--- src/rtl/handshake_rr_arbiter.sv ---
// Round-robin arbiter sharing one valid/ready receiver among N senders.
// Optional transfer counter output xfer_cnt_o enabled by defining HS_ARB_CNT_EN.
module handshake_rr_arbiter #(
  parameter int N  = 4,
  parameter int DW = 8
) (
  input  logic            clk,
  input  logic            rst,
  input  logic [N-1:0]    s_valid_i,
  input  logic [N*DW-1:0] s_data_i,
  output logic [N-1:0]    s_ready_o,
  output logic            m_valid_o,
  output logic [DW-1:0]   m_data_o,
  input  logic            m_ready_i,
  output logic [N-1:0]    grant_o,
  output logic            busy_o
`ifdef HS_ARB_CNT_EN
  , output logic [15:0]   xfer_cnt_o
`endif
);

  localparam int PW = $clog2(N);

  typedef enum logic {IDLE, BUSY} state_t;

  state_t        state_q, state_d;
  logic [N-1:0]  grant_q, grant_d;
  logic [PW-1:0] ptr_q, ptr_d;

  logic [DW-1:0] data_arr [N];
  logic [DW-1:0] data_mux;
  logic          g_valid;
  logic [PW-1:0] g_idx;
  logic          busy;
  logic          hs;

  genvar gi;
  generate
    for (gi = 0; gi < N; gi++) begin : g_unpack
      assign data_arr[gi] = s_data_i[gi*DW +: DW];
    end
  endgenerate

  // Search starts one past ptr and wraps, so ptr itself has lowest priority.
  function automatic logic [N-1:0] rr_pick(input logic [N-1:0] req,
                                           input logic [PW-1:0] ptr);
    logic [N-1:0]  win;
    logic          found;
    logic [PW-1:0] idx;
    win   = '0;
    found = 1'b0;
    for (int i = 1; i <= N; i++) begin
      idx = PW'((int'(ptr) + i) % N);
      if (!found && req[idx]) begin
        win[idx] = 1'b1;
        found    = 1'b1;
      end
    end
    return win;
  endfunction

  function automatic logic [PW-1:0] oh2idx(input logic [N-1:0] oh);
    logic [PW-1:0] idx;
    idx = '0;
    for (int i = 0; i < N; i++) begin
      if (oh[i]) idx = PW'(i);
    end
    return idx;
  endfunction

  always_comb begin
    data_mux = '0;
    for (int i = 0; i < N; i++) begin
      data_mux = data_mux | (data_arr[i] & {DW{grant_q[i]}});
    end
  end

  assign busy    = (state_q == BUSY);
  assign g_valid = |(s_valid_i & grant_q);
  assign g_idx   = oh2idx(grant_q);
  assign hs      = busy & g_valid & m_ready_i;

  assign m_valid_o = busy & g_valid;
  assign m_data_o  = busy ? data_mux : '0;
  assign s_ready_o = (busy & m_ready_i) ? grant_q : '0;
  assign grant_o   = grant_q;
  assign busy_o    = busy;

  always_comb begin
    state_d = state_q;
    grant_d = grant_q;
    ptr_d   = ptr_q;
    case (state_q)
      IDLE: begin
        if (|s_valid_i) begin
          grant_d = rr_pick(s_valid_i, ptr_q);
          state_d = BUSY;
        end
      end
      BUSY: begin
        if (!g_valid) begin
          // Sender withdrew before its handshake: drop the grant, keep ptr.
          grant_d = '0;
          state_d = IDLE;
        end else if (m_ready_i) begin
          // Searching from g wraps back to g last, so a sole requester keeps its grant.
          ptr_d   = g_idx;
          grant_d = rr_pick(s_valid_i, g_idx);
          if (grant_d == '0) state_d = IDLE;
        end
      end
      default: begin
        state_d = IDLE;
        grant_d = '0;
      end
    endcase
  end

  always_ff @(posedge clk) begin
    if (rst) begin
      state_q <= IDLE;
      grant_q <= '0;
      ptr_q   <= PW'(N - 1);
    end else begin
      state_q <= state_d;
      grant_q <= grant_d;
      ptr_q   <= ptr_d;
    end
  end

`ifdef HS_ARB_CNT_EN
  logic [15:0] xfer_cnt_q, xfer_cnt_d;

  always_comb begin
    xfer_cnt_d = xfer_cnt_q + {15'd0, hs};
  end

  always_ff @(posedge clk) begin
    if (rst) xfer_cnt_q <= '0;
    else     xfer_cnt_q <= xfer_cnt_d;
  end

  assign xfer_cnt_o = xfer_cnt_q;
`endif

endmodule

--- config.mk ---
export PLATFORM = sky130hd
export DESIGN_NAME = handshake_rr_arbiter
export DESIGN_NICKNAME = d
export VERILOG_FILES = /design/src/rtl/handshake_rr_arbiter.sv
export SDC_FILE = /design/constraint.sdc
export NUM_CORES = 1
export LEC_CHECK = 0
export ABC_AREA = 1
export CAP_MARGIN = 5
export CELL_PAD_IN_SITES_DETAIL_PLACEMENT = 1
export CELL_PAD_IN_SITES_GLOBAL_PLACEMENT = 1
export CORE_UTILIZATION = 25
export DETAILED_ROUTE_END_ITERATION = 10
export GPL_TIMING_DRIVEN = 1
export PLACE_DENSITY = 0.7
export SETUP_SLACK_MARGIN = 0.2
export SLEW_MARGIN = 20
export SYNTH_ARGS = -nofsm -noshare
export SYNTH_HDL_FRONTEND = slang
export SYNTH_SLANG_ARGS = --single-unit
--- constraint.sdc ---
create_clock -name clk -period 3 [get_ports clk]
set_clock_uncertainty 0.15 [all_clocks]
set_input_delay 0.3 -clock clk [delete_from_list [all_inputs] [get_ports clk]]
set_output_delay 0.3 -clock clk [all_outputs]
set_load 0.02 [all_outputs]
# Word level (Yosys, flattened, before mapping)
# Index checks and enable logic that the tools add are counted.
# word_totals
register_bits,7
ramBits,0
elab_cells,164
mem_count,0
latchBits,0
rom_bits,0
input_bits,39
output_inout_bits,18
# op_classes
n_addsub,8
mul,0
n_eq_ne,2
shifts,0
n_div,0
reduce_logical,25
bitwise_logic,17
muxes,93
n_lt_le_gt_ge,16
# ops
cell,n
$mux W4,30
$mux W1,42
$and A8 B8 Y8,4
$lt A2 B3 Y1 const B,8
$or A4 B4 Y4,6
$or A8 B8 Y8,3
$bmux W1 S2,8
$demux W1 S2,8
$ge A2 B1 Y1 const B,8
$logic_and A1 B1 Y1,14
$add A2 B1 Y2 const B,4
$add A2 B2 Y2 const B,4
$mux W8,1
$pmux W4 S2,1
$reduce_or A4 Y1,2
$logic_not A1 Y1,6
$and A4 B4 Y4,1
$logic_not A4 Y1,1
$mux W2,2
$ne A3 B3 Y1 const B,1
$reduce_and A3 Y1,1
$and A1 B1 Y1,2
$ne A2 B2 Y1 const B,1
$pmux W1 S2,1
2 further kinds,2

# Longest topological paths before layout
# Gate-level depths: netlist of run 1.
# depth
ltp_word,33
mapped_depth,16

# Least setup slack after synthesis of run 1
# No wires, ideal clock.
# synth_timing
path_kind,flip-flop to flip-flop
from,register grant_q[2] (netlist: grant_o[2])
to,register state_q (netlist: busy_o)
path_buffers,0
path_stages_with_launch,16
synth_period_minus_slack_ps,2221
t_required_ps,2736
t_arrival_ps,1957
path_slack_ps,779
path_cell_list,dfxtp_1 inv_2 nand2_4 nand2_4 inv_1 ha_1 inv_1 nand3_1 nand2_2 nor2_4 nand3_1 nand3_1 nor2_1 nand3_1 nand2_1 a21oi_2
# synth_between
elab_chain_len,32
# synth_lines
item,line_no,source
from (decl),27,"logic [N-1:0] grant_q, grant_d;"
from (signal assigned),126,grant_q <= grant_d;
$mux W2 (*) (2 in a row),66,if (oh[i]) idx = PW'(i);
via g_idx[0],33,logic [PW-1:0] g_idx;
branches (longest 21 deep; another with $lt A2 B3 Y1),-,
$mux W4 (*),54,if (!found && req[idx]) begin
$mux W4 (*),105,end else if (m_ready_i) begin
$mux W4 (*),101,if (!g_valid) begin
$mux W4 (*),93,case (state_q)
$logic_not A4 Y1 (*),109,if (grant_d == '0) state_d = IDLE;
$mux W1 (*),109,
$mux W1 (*),105,
$mux W1 (*),101,
$pmux W1 S2 (*),93,
to (signal assigned),125,state_q <= state_d;
to (decl),26,"state_t state_q, state_d;"
# Mark *: on every way through the listed nets, which the timed path passes. The select of a mux whose other input is x is not followed.
# A chain may end at the register's enable or synchronous reset.

# Final worst setup path of run 1
# layout_timing
from,register ptr_q[0]
to,register grant_q[3] (netlist: grant_o[3])
# layout_between
elab_chain_len,21
# layout_lines
item,line_no,source
from (decl),28,"logic [PW-1:0] ptr_q, ptr_d;"
from (signal assigned),123,ptr_q <= PW'(N - 1);
from (signal assigned),127,ptr_q <= ptr_d;
branches (longest 18 deep; another with $lt A2 B3 Y1),-,
$mux W4 (*),54,
$mux W4 (*),95,if (|s_valid_i) begin
$pmux W4 S2 (*),93,
# Every way passes the cells marked *. The select of a mux whose other input is x is not followed.

==> metrics, run 1 <==
total power divided by cell area 397.4 nW/um^2; sequential fraction of design power 0.148; global-route total usage across every layer 0.1760; share of final-layout standard cells stronger than drive strength 1 0.1100; kind of start point of the critical path register; crit share post-route 0.8098; Detailed Route Iter0 Violations ~40; Slowest-stage cell, CP dfxtp_1; total of flip-flops plus latches after synthesis 7; root buf cell clkbuf_8; Post-CTS Repair Setup Buffers 0; RR Startpoint ptr_q[0]; Hold Startpoint grant_o[3]; internal power 415.9 uW; weighted congestion reported at the end of routability-driven placement between 0.8 and 0.9; Skew-Pair Late Insertion Delay between 200 and 250 ps; portion of total power attributed to the clock network 0.169; library cell appearing most often on the critical path nand2_1; Die Height 76.70 um; WL per Instance ~14 um; Antenna Diode Count 0; number of pins exceeding their max-slew limit in the final report 0; Non-Filler Instances ~360; CP cell instances inv_1 -> ha_1 -> inv_1 -> nand2_1 -> o21ai_1 -> nand2_1 -> nor2_2 -> nand2_1 -> o211ai_1 -> o21ai_0 -> a31oi_1; quantity of hold-fixing buffers added after cts 0; area grow syn2layout 48.43%; Hold Fails Final Rpt 0; HPWL Detailed 4160 um; Hold Crit Class register to register; final global-route overflow total 0; via count of the routed design between 1.5k and 2k; portion of total power attributed to combinational logic 0.684; worst-case clock buffer depth 2; final antenna-violating net count 0; Initial DRT Pass Iterations 4; Synthesized Nets 287; critical path required time ~3000 ps; shortest period the worst path allows between 2000 and 2500 ps; Sinks on Clock Net 7; number of standard-cell rows in the floorplan 26; number of antenna violations at the first check in global routing 0; highest clock frequency the design can meet 411.6 MHz; number of vias per cell 4.839; via count of the first global-routing pass roughly 1.8k; Critical Setup Path Class register to register; CP arrival roughly 2400 ps; maximum number of pins on one net before global-route repair 15; number of setup violations in the final report 0; Critical Path Start ptr_q[0]; unique cell type count in the Yosys netlist 30; slew of the pin with the lowest slew margin around 480 ps; maximum fanout along the worst path 13; total of max-cap violations 0; Die X-Extent roughly 77 um; Port-buffer cells 56; CP endpoint kind register; H-Tree Depth 1; starting density of the core 0.2664; final wirelength 5041 um; Post-Synthesis Mean Instance Area between 5 and 6 sq um; RSZ-0062 raised after global routing no; fraction of power spent switching nets 0.4946; clock tree from TritonCTS yes; Switch Pwr around 410 uW; run status complete, no violations; count of boundary I/O pins between 50 and 60; area of the mapped netlist between 1000 and 1500 sq um; clock transition time at the flip-flop clock pins of the worst setup and hold paths approximately 40 ps; Max-Slew Margin vs Limit 0.6778; delay of the slowest cell on the worst path around 560 ps; total negative slack for setup checks 0 ps; internal reg-to-reg setup slack ~570 ps; area of the die 5883 sq um; Reg2Reg Capture Point grant_o[3]; global-route wire length before repair roughly 8500 um; number of cells on the worst hold path 2; Post-route DRC 0; Cells after DPL ~360; total clock buffers created by CTS 3; placeable core region about 5200 sq um; count of warnings emitted by yosys 0; total number of nets in the final design approximately 350; cell count after synthesis between 200 and 250; portion of the post-synthesis area used by sequential elements 0.1004; worst ir drop on vdd 234.0 uV; worst-case reg-to-reg path depth 11; leakage power 0.8873 nW; destination of the worst hold path grant_o[3]; number of gates resized after cts 0
-- layer usage --
layer | vias to the layer above | track usage | wire (um)
met1 | 799 | 0.2450 | 2588
met2 | 58 | 0.2946 | 2203
li1 | 888 | - | -
met3 | 2 | 0.02024 | 219
met5 | - | 0 | 0
met4 | 0 | 0.02308 | 30
-- critical path: cells and delay by family (launching register included) --
kind / cells / cell delay [ps]
compound gates: 4 / 540
fa+ha+maj: 1 / 330
buf+inv: 2 / 300
flops: 1 / 560
simple gates: 4 / 460
-- through the flow --
stage | hold WS, ps | total power [mW] | util | cell area (sq um) | setup WS (ps)
floorplan | 212.4 | 0.5020 | - | 1395 | 778.9
global placement | 454.6 | 0.6830 | 0.3868 | 2026 | 575.7
detailed placement | 480.1 | 0.6899 | 0.3868 | 2026 | 540.7
CTS | 486.6 | 0.8285 | 0.3954 | 2071 | 536.4
global route | 520.6 | 0.8974 | 0.3954 | 2071 | 301.6
finish | 482.7 | 0.8229 | 0.3954 | 2071 | 570.5
-- placed cells by master, fill, tap and decap left out, types with 7 or more instances in the layout --
| cell type | instances |
|---|---|
| a41oi_1 | 8 |
| clkdlybuf4s50_1 | 56 |
| dfxtp_1 | 7 |
| ha_1 | 14 |
| inv_1 | 23 |
| nand2_1 | 75 |
| nand3_1 | 27 |
| nor2_1 | 13 |
| o21ai_0 | 13 |
-- cell families (layout without fill, tap and decap cells) --
group / count (synthesis) / count (layout) / share of synthesized area
adder cells (fa/ha/maj): 14 / 14 / 0.1256
buffers and inverters: 36 / 93 / 0.1121
AO/OA/AOI/OAI: 41 / 41 / 0.1857
AND/OR/NAND/NOR: 136 / 136 / 0.4762
flip-flops: 7 / 7 / 0.1004
-- state kept, by name (all words and copies together), names as in the netlist --
register / cells
grant_o: 4
ptr_q: 2
busy_o: 1
-- cells in the mapped netlist (all sizes together) --
master	number	area [sq um]
inv	29	108.9
ha	14	175.2
o21a	1	7.510
a41oi	8	70.07
nor2	17	97.60
o211ai	4	30.03
dfxtp	7	140.1
o22ai	2	12.51
clkbuf	1	3.750
a31oi	2	12.51
and3	1	6.260
nand4	1	6.260
o21ai	16	80.07
nand3	33	195.2
nand3b	1	7.510
a21oi	7	38.79
nand2	83	351.6
buf	6	43.79
a211oi	1	7.510
-- worst max path at each step --
stage,endpoint,slack [ps]
floorplan,busy_o,780
global placement,m_valid_o,580
detailed placement,grant_o[3],540
CTS,grant_o[3],540
global route,busy_o,300
finish,grant_o[3],570
-- power by group through the flow --
| stage | sequential [mW] | clock, mW | combinational, mW |
|---|---|---|---|
| 2_1_floorplan | 0.125 | 0 | 0.377 |
| 6_report | 0.121 | 0.139 | 0.562 |
| 3_5_place_dp | 0.123 | 0 | 0.567 |
| 3_3_place_gp | 0.123 | 0 | 0.560 |
| 4_1_cts | 0.122 | 0.138 | 0.568 |
| 5_1_grt | 0.124 | 0.143 | 0.630 |
-- cell type report --
class	instances	area, sq um
Fill cell	683	3167
Multi-Input combinational cell	191	1099
Timing Repair Buffer	60	590.6
Sequential cell	7	140.1
Inverter	29	108.9
Tap cell	70	87.58
Clock buffer	4	45.04
Power figures use the tool's default switching activity.
==> run 2, diff against run 1 <==
clock period = 2.25 ns   (was 3 ns; I/O delays follow)
==> run 2 against run 1 <==
Effect of this change: die area stayed put; sequential cell count stayed put; clock power is 27% higher; design area is 19% higher; largest cell class unchanged; highest routed layer unchanged.
==> metrics, run 2 (synthesis gave the netlist of run 1 again) <==
final antenna-violating net count 0; clock tree from TritonCTS yes; HPWL Detailed approximately 4200 um; max FFs per register 4; via count of the first global-routing pass between 1.5k and 2k; worst-case clock buffer depth 2; global-route wire length before repair just over 8000 um; Max-Slew Margin vs Limit 0.6843; number of pins exceeding their max-slew limit in the final report 0; Post-route DRC 0; CP endpoint kind register; Die Height ~77 um; setup slack after layout roughly 240 ps; shortest period the worst path allows 2005 ps; Port-buffer cells between 50 and 60; Die X-Extent about 77 um; Initial DRT Pass Iterations 4; CP arrival between 2000 and 2500 ps; fraction of power spent switching nets 0.4914; kind of start point of the critical path register; pre-CTS setup slack -19.17 ps; root buf cell clkbuf_8; Power Total ~1.3 mW; number of setup violations in the final report 0; area taken by flip-flops and latches 156.4 sq um; Skew-Pair Late Insertion Delay around 220 ps; clock transition time at the flip-flop clock pins of the worst setup and hold paths approximately 40 ps; total power divided by cell area roughly 550 nW/um^2; number of standard-cell rows in the floorplan 26; portion of total power attributed to the clock network 0.131; placeable core region roughly 5200 sq um; worst ir drop on vdd ~410 uV; WL per Instance 14.37 um; area of the die between 5000 and 6000 sq um; most common cell after layout, fill and taps aside nand2_1; slew of the pin with the lowest slew margin roughly 470 ps; number of cells on the worst hold path 2; number of vias per cell 4.873; Critical Setup Path Class register to register; internal power 685.7 uW; total negative slack for setup checks 0 ps; weighted congestion reported at the end of routability-driven placement approximately 0.85; total number of nets in the final design about 370; internal reg-to-reg setup slack between 200 and 250 ps; highest clock frequency the design can meet 498.7 MHz; critical path required time around 2300 ps; global-route total usage across every layer 0.1737; area grow syn2layout 77.04%; Switch Pwr 662.5 uW; run status complete, no violations; leakage power about 1.1 nW; final wirelength about 5500 um; Detailed Route Iter0 Violations 41; starting density of the core 0.2664; sequential fraction of design power 0.116; Hold Crit Class register to register; maximum fanout along the worst path 8; Filler cells 679; H-Tree Depth 1; crit share post-route 0.8912; top library cells by usage in the layout, fill and taps aside nand2_1, clkdlybuf4s50_1, buf_4; portion of total power attributed to combinational logic 0.752; area used by multi-input combinational logic approximately 1300 sq um; worst-case reg-to-reg path depth 13; via count of the routed design ~1.9k; total of max-cap violations 0; maximum number of pins on one net before global-route repair 15; Sinks on Clock Net 7; total clock buffers created by CTS 3; final global-route overflow total 0; Hold Fails Final Rpt 0; Antenna Diode Count 0; number of antenna violations at the first check in global routing 0; count of boundary I/O pins 57; RSZ-0062 raised after global routing yes; share of final-layout standard cells stronger than drive strength 1 0.3143
## run 2: path summary, 6_finish.rpt
| check | end | from |
|---|---|---|
| min reg2reg | ptr_q[0] | ptr_q[0] |
| max reg2reg | busy_o | grant_o[2] |
| max | busy_o | grant_o[2] |
| min | ptr_q[0] | ptr_q[0] |
## run 2: final cells by class
type                       count  area share
inverter                      29     0.04711
clock buffer                   4     0.01824
timing repair buffer          84      0.3136
tap                           70     0.03546
sequential                     7     0.06332
multi-input combinational    191      0.5223
## run 2: power by group through the flow
stage / sequential, mW / clock (mW) / combinational (mW)
global placement: 0.158 / 0 / 0.795
global route: 0.159 / 0.197 / 1.10
finish: 0.157 / 0.177 / 1.01
detailed placement: 0.158 / 0 / 0.802
CTS: 0.157 / 0.183 / 0.804
floorplan: 0.168 / 0 / 0.514
## run 2: per-layer routing
metal / vias up / track usage / share of wire
li1: 938 / - / -
met1: 877 / 0.2249 / 0.47
met2: 57 / 0.3080 / 0.49
met3: 4 / 0.02143 / 0.038
met4: 0 / 0.02885 / 0.0083
met5: - / 0 / 0
## run 2: stage by stage
stage / utilization / area, sq um / hold WS, ps / instances
3_3_place_gp: 0.4090 / 2142 / 424.5 / 370
4_1_cts: 0.4193 / 2196 / 458.2 / 374
6_report: 0.4716 / 2470 / 424.1 / 385
5_1_grt: 0.4716 / 2470 / 461.2 / 385
2_1_floorplan: - / 1414 / 137.4 / 234
3_5_place_dp: 0.4090 / 2142 / 446.0 / 370
## run 2: timing repair
action / in CTS / in global routing
hold buffers: 0 / 0
setup buffers: 0 / 11
resized for setup: 17 / 57
cloned: 0 / 0
pin swaps: 2 / 26
setup endpoints to repair: 14 / 9
## run 2: worst max-delay path, cell delays in order (launching register included)
cell and delay (ps):
dfxtp_4 350, buf_4 150, nor2_4 160, buf_6 140, inv_2 60, nand3_1 140
nand2_4 110, nor2_8 200, nand3_2 100, nand3_2 100, nor2_1 40, nand3_1 70
nand2_1 60, a21oi_2 100
